## config.mk

```make
export PLATFORM = sky130hd
export DESIGN_NAME = add_operand_pair_flat
export DESIGN_NICKNAME = d
export VERILOG_FILES = /design/src/rtl/add_pkg.sv /design/src/rtl/add_operand_pair_if.sv /design/src/rtl/add_operand_pair.sv /design/src/flat_wrapper.sv
export SDC_FILE = /design/constraint.sdc
export NUM_CORES = 1
export LEC_CHECK = 0
export ABC_AREA = 1
export CAP_MARGIN = 20
export CELL_PAD_IN_SITES_DETAIL_PLACEMENT = 2
export CELL_PAD_IN_SITES_GLOBAL_PLACEMENT = 2
export CORE_MARGIN = 5
export CORE_UTILIZATION = 23
export CTS_CLUSTER_DIAMETER = 40
export DETAILED_ROUTE_END_ITERATION = 8
export GPL_TIMING_DRIVEN = 0
export PLACE_DENSITY_LB_ADDON = 0.1
export SLEW_MARGIN = 0
export SYNTH_ARGS = -nofsm -noshare
export SYNTH_HDL_FRONTEND = slang
export SYNTH_SLANG_ARGS = --single-unit
```

## constraint.sdc

```tcl
create_clock -name clk -period 1.7 [get_ports clk]
set_clock_uncertainty 0.1 [all_clocks]
set_input_delay 0.255 -clock clk [delete_from_list [all_inputs] [get_ports clk]]
set_output_delay 0.255 -clock clk [all_outputs]
set_load 0.03 [all_outputs]
```

## src/rtl/add_pkg.sv

```systemverilog
// rtl/add_pkg.sv - shared constants and state encoding for the adder operand stage
//
// Purpose: default data width, default pair-counter width and the FSM state
// enum used by the operand-pairing stage in front of the 64-bit adder.
// Ports: none (package).
package add_pkg;

  localparam int W  = 64;
  localparam int CW = 16;

  typedef enum logic [1:0] {
    S_A   = 2'd0,  // waiting for the first operand
    S_B   = 2'd1,  // holding a, waiting for the second operand
    S_OUT = 2'd2   // pair presented downstream
  } state_t;

endpackage

```

## src/rtl/add_operand_pair_if.sv

```systemverilog
// rtl/add_operand_pair_if.sv - word-in / pair-out handshake bundle for the operand stage
//
// Purpose: groups the incoming word stream and the outgoing operand pair.
// Signals:
//   in_data/in_valid/in_last  word stream from upstream (driven by master)
//   in_ready                  stage accepts a word this cycle (driven by slave)
//   a/b                       registered operands (driven by slave)
//   pair_valid/last/odd       pair qualifiers (driven by slave)
//   pair_ready                downstream consumes the pair (driven by master)
// Modports: master = environment around the stage, slave = the stage itself.
interface add_operand_pair_if #(
  parameter int W = add_pkg::W
);

  logic [W-1:0] in_data;
  logic         in_valid;
  logic         in_last;
  logic         in_ready;
  logic [W-1:0] a;
  logic [W-1:0] b;
  logic         pair_valid;
  logic         pair_last;
  logic         pair_odd;
  logic         pair_ready;

  modport master (
    output in_data, in_valid, in_last, pair_ready,
    input  in_ready, a, b, pair_valid, pair_last, pair_odd
  );

  modport slave (
    input  in_data, in_valid, in_last, pair_ready,
    output in_ready, a, b, pair_valid, pair_last, pair_odd
  );

endinterface

```

## src/rtl/add_operand_pair.sv

```systemverilog
// rtl/add_operand_pair.sv - pairs consecutive stream words into registered adder operands
//
// Purpose: accepts single W-bit words and presents them two at a time as
// register-driven operands a/b. A burst with an odd word count is closed by
// a pair whose b is zero. Counts consumed pairs with a saturating counter.
// Ports:
//   clk         clock, rising edge
//   reset       synchronous, active-high
//   bus         slave side of add_operand_pair_if (word in, pair out)
//   pair_count  pairs handed off since reset, saturates at 2^CW-1
module add_operand_pair
  import add_pkg::*;
#(
  parameter int W  = add_pkg::W,
  parameter int CW = add_pkg::CW
) (
  input  logic          clk,
  input  logic          reset,
  add_operand_pair_if.slave bus,
  output logic [CW-1:0] pair_count
);

  state_t       state;
  logic [W-1:0] a_r;
  logic [W-1:0] b_r;
  logic         pair_valid_r;
  logic         pair_last_r;
  logic         pair_odd_r;

  logic accept;
  logic consume;

  // While a pair is presented a new word may only enter in the same cycle
  // the pair leaves, so readiness passes straight through from downstream.
  assign bus.in_ready = (state != S_OUT) | bus.pair_ready;

  assign accept  = bus.in_valid & bus.in_ready;
  assign consume = pair_valid_r & bus.pair_ready;

  assign bus.a          = a_r;
  assign bus.b          = b_r;
  assign bus.pair_valid = pair_valid_r;
  assign bus.pair_last  = pair_last_r;
  assign bus.pair_odd   = pair_odd_r;

  always_ff @(posedge clk) begin
    if (reset) begin
      state        <= S_A;
      a_r          <= '0;
      b_r          <= '0;
      pair_valid_r <= 1'b0;
      pair_last_r  <= 1'b0;
      pair_odd_r   <= 1'b0;
      pair_count   <= '0;
    end else begin
      if (consume && (pair_count != {CW{1'b1}})) begin
        pair_count <= pair_count + 1'b1;
      end

      unique case (state)
        // S_OUT with a consume behaves exactly like S_A for the incoming
        // word; without a consume in_ready is low so accept cannot fire.
        S_A, S_OUT: begin
          if (accept) begin
            a_r <= bus.in_data;
            if (bus.in_last) begin
              // Lone last word: close the burst with a zero-padded pair.
              b_r          <= '0;
              pair_last_r  <= 1'b1;
              pair_odd_r   <= 1'b1;
              pair_valid_r <= 1'b1;
              state        <= S_OUT;
            end else begin
              pair_valid_r <= 1'b0;
              state        <= S_B;
            end
          end else if (consume) begin
            pair_valid_r <= 1'b0;
            state        <= S_A;
          end
        end

        S_B: begin
          if (accept) begin
            b_r          <= bus.in_data;
            pair_last_r  <= bus.in_last;
            pair_odd_r   <= 1'b0;
            pair_valid_r <= 1'b1;
            state        <= S_OUT;
          end
        end

        default: begin
          pair_valid_r <= 1'b0;
          state        <= S_A;
        end
      endcase
    end
  end

endmodule
```

## src/flat_wrapper.sv

```systemverilog
// flat-port wrapper written by rule: the top's interface ports become plain ports
module add_operand_pair_flat import add_pkg::*;
#(
  parameter int W  = add_pkg::W,
  parameter int CW = add_pkg::CW
)
  (clk, reset, pair_count, bus_in_data, bus_in_valid, bus_in_last, bus_pair_ready, bus_in_ready, bus_a, bus_b, bus_pair_valid, bus_pair_last, bus_pair_odd);
  add_operand_pair_if #(.W(W)) bus_i ();
  input  logic clk;
  input  logic reset;
  output logic [CW-1:0] pair_count;
  input wire logic [$bits(bus_i.in_data)-1:0] bus_in_data;
  input wire logic [$bits(bus_i.in_valid)-1:0] bus_in_valid;
  input wire logic [$bits(bus_i.in_last)-1:0] bus_in_last;
  input wire logic [$bits(bus_i.pair_ready)-1:0] bus_pair_ready;
  output wire logic [$bits(bus_i.in_ready)-1:0] bus_in_ready;
  output wire logic [$bits(bus_i.a)-1:0] bus_a;
  output wire logic [$bits(bus_i.b)-1:0] bus_b;
  output wire logic [$bits(bus_i.pair_valid)-1:0] bus_pair_valid;
  output wire logic [$bits(bus_i.pair_last)-1:0] bus_pair_last;
  output wire logic [$bits(bus_i.pair_odd)-1:0] bus_pair_odd;
  assign bus_i.in_data = bus_in_data;
  assign bus_i.in_valid = bus_in_valid;
  assign bus_i.in_last = bus_in_last;
  assign bus_i.pair_ready = bus_pair_ready;
  assign bus_in_ready = bus_i.in_ready;
  assign bus_a = bus_i.a;
  assign bus_b = bus_i.b;
  assign bus_pair_valid = bus_i.pair_valid;
  assign bus_pair_last = bus_i.pair_last;
  assign bus_pair_odd = bus_i.pair_odd;
  add_operand_pair #(.W(W), .CW(CW)) u_core (.clk(clk), .reset(reset), .bus(bus_i), .pair_count(pair_count));
endmodule
```

==> Implementation_results.wiki <==
{| class="wikitable"
! Metric !! Value
|-
| Global-route wire length before repair || 34700 microns
|-
| Synth area leader || dfxtp_1
|-
| All-Layer GR Usage || 0.166
|-
| Y dimension of the die || 165 microns
|-
| R2R Path End || u_core.pair_count[15]$_SDFFE_PP0P_
|-
| Clock H-tree levels || 4
|-
| Iteration count of the initial detailed-routing pass || 4
|-
| Placer's final routability congestion estimate || 0.748
|-
| Number of buffers inserted for hold repair after clock tree synthesis || 0
|-
| Width of the chip || 165 microns
|-
| Share of async-settable or async-resettable flops after synthesis || 0
|-
| Final HPWL DP || 16900 microns
|-
| Cell area after technology mapping || 5510 sq um
|-
| Signal arrival time at the worst endpoint || 1270 ps
|-
| Worst setup endpoint || bus_in_ready
|-
| Final Hold Fails || 0
|-
| Layout overhead on the synthesized area || 55.3%
|-
| Period utilization || 0.957
|-
| Outcome || completed
|-
| Endpoints failing setup || 0
|-
| Class of the tightest hold or removal check || in2reg
|-
| ANT nets after route || 0
|-
| Die Footprint || 27200 sq um
|-
| Clock Latency Late Sink || 420 ps
|-
| Average wire per cell in the routed design || 17.2 microns
|-
| Reg clk slew, reported paths || 80 ps
|-
| Count of cells along the worst register-to-register path || 8
|-
| Critical path required time || 1340 ps
|-
| Maximum buffer depth of the clock tree || 2
|-
| Antenna violations before repair || 1
|-
| Flop and latch count out of synthesis || 148
|-
| Top fanout value on the critical path || 4
|-
| Worst setup path category || reg2out
|-
| Nature of the critical path startpoint || register
|-
| Gate count of the mapped netlist || 736
|-
| TritonCTS Buffers || 17
|-
| Area of the core || 23500 sq um
|-
| # DRC || 0
|-
| Port Buffer Count || 215
|-
| Via count || 5659
|-
| Max transition margin || 0.519
|-
| Leading cell types by count after synthesis || 310 x nand2_1, 148 x dfxtp_1, 136 x a21oi_1, 45 x nor2_1, 20 x inv_1
|-
| Net count after synthesis || 806
|-
| Hold depth || 3
|-
| Residual overflow from global routing || 0
|-
| Power after layout || 0.00865 W
|-
| Pin slew with the least headroom to its limit || 721 ps
|-
| Count of nets after finishing || 1046
|-
| Max Cap Violations || 0
|-
| Top-area cell type share of the netlist area || 0.537
|-
| Pwr per Cell Area || 1010 nW/um^2
|-
| Start point of the critical path || u_core.bus.pair_valid$_SDFFE_PP0P_
|-
| Share of synthesized area occupied by flip-flops and latches || 0.537
|-
| Via count of the first global-routing pass || 6091
|-
| Worst reg2reg startpoint || u_core.pair_count[1]$_SDFFE_PP0P_
|-
| Most used standard cell by instance count after synthesis || nand2_1
|-
| Average footprint of a synthesized cell || 7.49 sq um
|-
| Mean number of vias per cell || 4.32
|-
| Initial core utilization || 0.234
|-
| Reg2Reg Setup Slack || 120 ps
|-
| TritonCTS clock tree || yes
|-
| Max-slew violation count || 0
|-
| Post-synth top flop || dfxtp_1
|-
| Biggest area contributors in the synthesized netlist || dfxtp_1 54%, nand2_1 21%, a21oi_1 12%
|-
| Setup TNS Final || 0 ps
|-
| Wire length reported by the detailed router || 22500 microns
|-
| Static power due to leakage || 3.77 nW
|-
| Cell Rows || 56
|-
| Library cell used as clock root buffer || clkbuf_16
|-
| Unrepaired setup endpoints after global routing || yes
|-
| Pin count of the biggest net entering global routing || 17
|-
| Number of standard cells in the layout, taps in and fillers out || 1309
|-
| Iteration-0 DRC count of the detailed router || 135
|-
| Total placed cells including tap cells || 1270
|-
| Post-Route Utilization || 0.364
|-
| Sinks on the clock net || 148
|-
| Post-synth EDFFs || 0
|-
| Warning count from the yosys run || 0
|-
| I/O pin count || 217
|-
| Shortest clock period the worst path allows after layout || 1630 ps
|-
| Max Clk Rate || 0.615 GHz
|-
| Synth cell types || 21
|-
| Capturing element type of the critical path || output port
|-
| Share of post-route cells with drive strength above 1 || 0.0971
|-
| VDD IR max || 586 uV
|}
==> through the flow <==
stage               worst slack, ps  area, sq um  hold WS [ps]
CTS                            -170         8510           292
detailed placement             -379         8070           355
finish                         73.1         8560           309
floorplan                      9.32         5510           298
global route                  -14.1         8560           318
global placement               -339         8070           348
==> timing repair <==
action | in CTS | in global routing
setup endpoints to repair | 218 | 84
resized for setup | 162 | 22
buffers inserted | 3 | 2
gates cloned | 1 | 0
pin swaps | 2 | 3
==> state kept, by name (all words and copies together), names as in the netlist <==
register	cells
u_core.bus.a	64
u_core.bus.b	64
u_core.pair_count	16
u_core.bus.pair_last	1
u_core.bus.pair_odd	1
u_core.bus.pair_valid	1
u_core.state	1
==> power breakdown <==
group	switching [W]	internal (W)
sequential	0.0000728	0.00361
clock	0.00176	0.00199
combinational	0.000775	0.000442
==> how the worst min path moves through the flow <==
stage	slack [ps]	start	to
2_1_floorplan	300	bus_in_data[50]	u_core.bus.a[50]$_SDFFE_PP0P_
3_3_place_gp	350	u_core.bus.b[30]$_SDFFE_PP0P_	u_core.bus.b[30]$_SDFFE_PP0P_
3_5_place_dp	360	u_core.bus.a[21]$_SDFFE_PP0P_	u_core.bus.a[21]$_SDFFE_PP0P_
4_1_cts	290	bus_in_data[44]	u_core.bus.a[44]$_SDFFE_PP0P_
5_1_grt	320	bus_in_data[63]	u_core.bus.a[63]$_SDFFE_PP0P_
6_report	310	bus_in_data[61]	u_core.bus.a[61]$_SDFFE_PP0P_
==> routing by layer <==
layer | share of wire | wire length (microns) | up-vias | GRT usage
li1 | - | - | 2824 | -
met1 | 0.42 | 9570 | 2703 | 0.199
met2 | 0.50 | 11200 | 118 | 0.283
met3 | 0.066 | 1480 | 14 | 0.0601
met4 | 0.011 | 246 | 0 | 0.0405
met5 | 0 | 0 | - | 0
==> critical path, stage by stage, from the launching register on <==
cell	delay, ps
dfxtp_4	380
nand2_2	80
nor2_1	140
inv_1	60
buf_2	190
==> layout make-up <==
type                            instances  area, sq um
Antenna cell                            1         2.50
Buffer                                 42          265
Clock buffer                           18          439
Clock inverter                         14          131
Fill cell                            2807        15000
Inverter                               26          103
Multi-Input combinational cell        520         2240
Sequential cell                       148         2970
Tap cell                              319          399
Timing Repair Buffer                  220         2000
Timing Repair inverter                  1         7.51
==> layout by cell type (no fill, tap or decap), drive strengths merged <==
cell / synthesis / routed
a21oi: 136 / 136
nand3b: 1 / 1
clkinv: 1 / 3
clkdlybuf4s15: 0 / 3
dfxtp: 148 / 148
clkinvlp: 0 / 1
nand3: 11 / 11
nand2: 312 / 312
ha: 1 / 1
buf: 25 / 29
nor2: 50 / 50
a31oi: 1 / 1
clkbuf: 17 / 38
diode: 0 / 1
dlygate4sd2: 0 / 143
nand4: 5 / 5
inv: 25 / 37
o21ai: 3 / 3
clkdlybuf4s50: 0 / 67
==> cell families (layout without fill, tap and decap cells) <==
kind of cell,after synthesis,after routing,synth area share
flops,148,148,0.537
other cells,0,1,0
compound gates,140,140,0.128
buf+inv,68,321,0.0638
fa+ha+maj,1,1,0.00227
simple gates,379,379,0.268
Note: power is estimated with default switching activity, not from simulation.
